## config.mk

```make
export PLATFORM = sky130hd
export DESIGN_NAME = sr_wr_arb
export DESIGN_NICKNAME = d
export VERILOG_FILES = /design/src/rtl/sr_wr_arb.sv
export SDC_FILE = /design/constraint.sdc
export NUM_CORES = 1
export LEC_CHECK = 0
export ABC_AREA = 1
export CELL_PAD_IN_SITES_DETAIL_PLACEMENT = 0
export CELL_PAD_IN_SITES_GLOBAL_PLACEMENT = 1
export CORE_UTILIZATION = 29
export DETAILED_ROUTE_END_ITERATION = 10
export PLACE_DENSITY = 0.79
export SETUP_SLACK_MARGIN = 0.3
export SLEW_MARGIN = 20
export SYNTH_ARGS = -nofsm -noshare
export SYNTH_HDL_FRONTEND = slang
export SYNTH_SLANG_ARGS = --single-unit
export TNS_END_PERCENT = 1
```

## constraint.sdc

```tcl
create_clock -name iw_clk -period 5.5 [get_ports iw_clk]
set_input_delay 0.825 -clock iw_clk [delete_from_list [all_inputs] [get_ports iw_clk]]
set_output_delay 0.825 -clock iw_clk [all_outputs]
set_load 0.02 [all_outputs]
```

## src/rtl/sr_wr_arb.sv

```systemverilog
// Special-register file write-port arbiter: round-robin grant with burst locking,
// a lock watchdog and flush abort, feeding a registered single-cycle write port.
module sr_wr_arb #(
   parameter int NREQ     = 3,
   parameter int IDXW     = 4,
   parameter int DW       = 48,
   parameter int LOCK_MAX = 15
) (
   input  logic                 iw_clk,
   input  logic                 iw_rst_n,
   input  logic [NREQ-1:0]      iw_req,
   input  logic [NREQ-1:0]      iw_last,
   input  logic [NREQ*IDXW-1:0] iw_idx,
   input  logic [NREQ*DW-1:0]   iw_data,
   input  logic                 iw_flush,
   output logic [NREQ-1:0]      ow_gnt,
   output logic                 ow_sr_we,
   output logic [IDXW-1:0]      ow_sr_idx,
   output logic [DW-1:0]        ow_sr_data,
   output logic                 ow_busy,
   output logic [2:0]           ow_owner,
   output logic                 ow_lock_abort
);

   typedef enum logic {IDLE, LOCK} state_t;

   state_t          state;
   logic [2:0]      ptr;
   logic [2:0]      owner;
   logic [7:0]      wd;

   logic [7:0]      req_ext;
   logic [2:0]      scan;
   logic [2:0]      sel;
   logic            found;
   logic            acc;
   logic            sel_last;
   logic [IDXW-1:0] sel_idx;
   logic [DW-1:0]   sel_data;
   logic [NREQ-1:0] gnt;

   function automatic logic [2:0] nxt(input logic [2:0] x);
      return (x == 3'(NREQ-1)) ? 3'd0 : x + 3'd1;
   endfunction

   // NOTE: every signal written here gets a default first, so no latch is inferred.
   always_comb begin
      req_ext  = 8'(iw_req);
      scan     = '0;
      sel      = owner;
      found    = 1'b0;
      gnt      = '0;
      sel_last = 1'b0;
      sel_idx  = '0;
      sel_data = '0;
      if (state == LOCK) begin
         found = 1'b1;
      end else begin
         for (int k = 0; k < NREQ; k++) begin
            scan = 3'((int'(ptr) + k) % NREQ);
            if (!found && req_ext[scan]) begin
               found = 1'b1;
               sel   = scan;
            end
         end
      end
      // Grant is forced low by flush and while reset is asserted.
      for (int i = 0; i < NREQ; i++) begin
         if (sel == 3'(i)) begin
            gnt[i]   = found & ~iw_flush & iw_rst_n;
            sel_last = iw_last[i];
            sel_idx  = iw_idx[i*IDXW +: IDXW];
            sel_data = iw_data[i*DW +: DW];
         end
      end
      acc = |(gnt & iw_req);
   end

   // NOTE: sequential state uses non-blocking assignments only, so every reader sees pre-edge values.
   always_ff @(posedge iw_clk or negedge iw_rst_n) begin
      if (!iw_rst_n) begin
         state         <= IDLE;
         ptr           <= '0;
         owner         <= '0;
         wd            <= '0;
         ow_sr_we      <= 1'b0;
         ow_sr_idx     <= '0;
         ow_sr_data    <= '0;
         ow_lock_abort <= 1'b0;
      end else begin
         ow_sr_we      <= acc;
         ow_lock_abort <= 1'b0;
         if (acc) begin
            ow_sr_idx  <= sel_idx;
            ow_sr_data <= sel_data;
            owner      <= sel;
         end
         case (state)
            IDLE: begin
               if (acc) begin
                  if (sel_last) begin
                     ptr <= nxt(sel);
                  end else begin
                     state <= LOCK;
                     wd    <= '0;
                  end
               end
            end
            LOCK: begin
               if (iw_flush) begin
                  state         <= IDLE;
                  ow_lock_abort <= 1'b1;
               end else if (acc) begin
                  wd <= '0;
                  if (sel_last) begin
                     state <= IDLE;
                     ptr   <= nxt(owner);
                  end
               end else if (wd == 8'(LOCK_MAX-1)) begin
                  // Owner idled too long inside its burst: release and move past it.
                  state         <= IDLE;
                  ptr           <= nxt(owner);
                  wd            <= '0;
                  ow_lock_abort <= 1'b1;
               end else begin
                  wd <= wd + 8'd1;
               end
            end
            default: state <= IDLE;
         endcase
      end
   end

   assign ow_gnt   = gnt;
   assign ow_busy  = (state == LOCK);
   assign ow_owner = owner;

endmodule

```

==> impl_results.md <==
- Worst-path clk slew: 50 ps
- Max Slew Vio Count: 0
- CTS buffer count: 9
- CP endpoint kind: output pin
- EDFF count, synth: 0
- # H-tree levels: 3
- Tot GR Track Use: 19.3%
- Fin crit period: 4800 ps
- Final ANT Viol Nets: 0
- DR pass1 iterations: 4
- Top FF cell, synth: dfrtp_1
- Tcrit/Tclk final: 87.2%
- Mapped cell area: ~0.0047 mm²
- Synth async-reset ratio: between 90% and 100%
- Synthesized instance count: between 600 and 700
- Slew at the pin with the worst max-slew slack: 902 ps
- Grt total ovfl: 0
- Die ar.: between 0.015 and 0.02 mm²
- Synth Area per Inst: roughly 7.5 µm²
- Cell taking the most area after synthesis: dfrtp_1
- IO buf count: about 230
- Die width: approximately 130 µm
- Post-synth top area share: between 30% and 40%
- Final setup vio count: 0
- Yosys warns: 0
- Required time of the critical path: 4680 ps
- Commonest cells after routing, fill and taps aside: clkdlybuf4s50_1, nand2_1, inv_1
- Reg-to-Reg End: ow_sr_data[43]
- Syn_nets: about 800
- Commonest non-fill, non-tap cell in the layout: clkdlybuf4s50_1
- Max-cap violations: 0
- CTS tree: built
- FF+latch count, synth: slightly below 70
- RSZ-0062 raised after global routing: true
- Residual DRC count: 0
- Core Area: around 0.016 mm²
- CP Max Fanout: 8
- Vias in the first global route: approximately 4600
- Initial core utilization: 29.7%
- Top post-synthesis cells by area: dfrtp_1, nand2_1, a221oi_1
- Worst Hold Launch: ow_sr_data[27]
- Routability Congestion: around 0.81
- Fin. Hold Viols: 0
- Routed via count: around 4900
- Largest net degree at the start of global routing: approximately 110
- Relative slew slack: between 30% and 40%
- Unique masters post-synth: 36
- Nets: 1029
- Setup tns final: 0 ps
- WL/cell: 14.9 µm
- WHS Path Cells: 2
- First-pass GRT wire length: between 20000 and 25000 µm
- Status: completed
- R2R Path Start: ptr[0]
- Worst-skew pair later-pin latency: approximately 340 ps
- CTS root buf: clkbuf_16
- Share of layout cells above drive strength 1: 8.59%
- Top Ports: roughly 230
- Worst Reg-to-Reg Cells: 26
- Reg2reg setup slack: about 890 ps
- Vert. Die Dim: approximately 130 µm
- Seq/Total Area, Yosys: 36.6%
- Drt via density: between 4 and 5
- Ant diodes: 0
- Final instance area: approximately 0.0075 mm²
- Crit Path Class: reg2out
- Clock sink count: 69
- Detailed Route Iter0 Violations: roughly 210
- Max Clock Skew: 6.48 ps
- # rows: 46
- Startpoint Class: flip-flop
- Hold/Removal Path Class: reg2reg
- CP arrival: 3970 ps
- Initial antenna violation count: 0
- Post-detail-place hpwl: approximately 12000 µm
- Cell Area, Placed: just over 0.007 mm²
- Hold EP: ow_sr_data[27]
- Synth-to-Final Area Change: 58.8%
- Fmax: 0.208 GHz
- Wirelength, routed: about 16000 µm
- Clk buf depth: 2
[flip-flops by register name (all words and copies together) (netlist names)]
signal	flops
wd	8
ow_busy	1
ow_sr_idx	4
ow_sr_we	1
ow_owner	3
ow_lock_abort	1
ptr	3
ow_sr_data	48
[critical path, stage by stage, from the launching register on]
cell,delay (ps)
dfrtp_2,450
inv_1,210
ha_1,300
ha_1,240
ha_1,200
inv_1,100
nand3_2,130
nand2_1,80
nand2_1,80
ha_1,180
inv_1,170
nand3_4,110
nand2_1,90
nand3_1,80
a21oi_2,190
nand2_2,110
o211ai_1,110
nand2_1,70
nand2_1,130
nand2_2,110
inv_2,110
nand3_2,70
nor2_1,120
clkbuf_2,200
[routing by layer]
| layer | GRT usage (%) | routed length (µm) | share of wire, % | up-vias |
|---|---|---|---|---|
| met5 | 0 | 0 | 0 | - |
| met4 | 4.92 | 208 | 1.3 | 0 |
| met3 | 6.03 | 1100 | 6.9 | 13 |
| met2 | 31.8 | 7800 | 49 | 153 |
| met1 | 24.5 | 6790 | 43 | 2220 |
| li1 | - | - | - | 2508 |
[stage by stage]
stage | instances | hold WS [ps] | setup WS (ps) | util (%)
after floorplan | 626 | 500 | 949 | -
after global placement | 1045 | 471 | 375 | 44.9
after detailed placement | 1045 | 477 | 332 | 44.9
after CTS | 1061 | 492 | 161 | 47.0
after global routing | 1066 | 509 | 257 | 47.1
final | 1066 | 485 | 702 | 47.1
[cells in the mapped netlist (2+ instances only)]
| cell | count |
|---|---|
| xor2_1 | 7 |
| a221oi_1 | 52 |
| buf_6 | 6 |
| nand3_2 | 3 |
| nand3_1 | 26 |
| ha_1 | 19 |
| clkbuf_1 | 12 |
| nor2_8 | 2 |
| nor2_4 | 4 |
| nand2_1 | 129 |
| nand3_4 | 2 |
| or2_2 | 2 |
| o21ai_0 | 6 |
| buf_1 | 2 |
| inv_1 | 94 |
| o21ai_1 | 64 |
| nor2_2 | 2 |
| nor3_1 | 3 |
| nand4_1 | 12 |
| nand2_2 | 11 |
| nand2_4 | 3 |
| nor2_1 | 72 |
| buf_2 | 6 |
| inv_2 | 7 |
| dfrtp_1 | 69 |
[timing repair]
item                                    CTS  global route
endpoints found under the setup margin    3             3
hold buffers                              0             0
setup buffers                             0             5
gates resized for setup                   3             8
[area by class of cell]
class,count,area [µm²]
fillers,1632,8400
well taps,216,270
clock buffers,13,260
clock inverters,3,67.6
multi-input cells,429,2450
repair buffers,235,2320
flip-flops and latches,69,1730
inverters,101,379
[cell families (layout without fill, tap and decap cells)]
kind of cell / Yosys count / in the layout / synth area share, %
buffers and inverters: 128 / 352 / 11.4
AND/OR/NAND/NOR: 274 / 274 / 27.1
flip-flops: 69 / 69 / 36.6
AO/OA/AOI/OAI: 128 / 128 / 18.3
XOR/XNOR: 8 / 8 / 1.49
adder cells (fa/ha/maj): 19 / 19 / 5.05
[worst max path at each step]
stage / start / endpoint / slack [ps] / depth (start not counted)
final: ptr[0] / ow_gnt[0] / 700 / 23
after global routing: ptr[1] / ow_gnt[0] / 260 / 26
after CTS: ptr[0] / ow_gnt[1] / 160 / 21
after detailed placement: ptr[0] / ow_gnt[0] / 330 / 23
after global placement: ptr[0] / ow_gnt[0] / 370 / 23
after floorplan: ptr[0] / ow_gnt[0] / 950 / 24
Power is left out: the tool's default activity adds up to more than one toggle a clock period on the data nets, which glitch-free logic cannot reach.
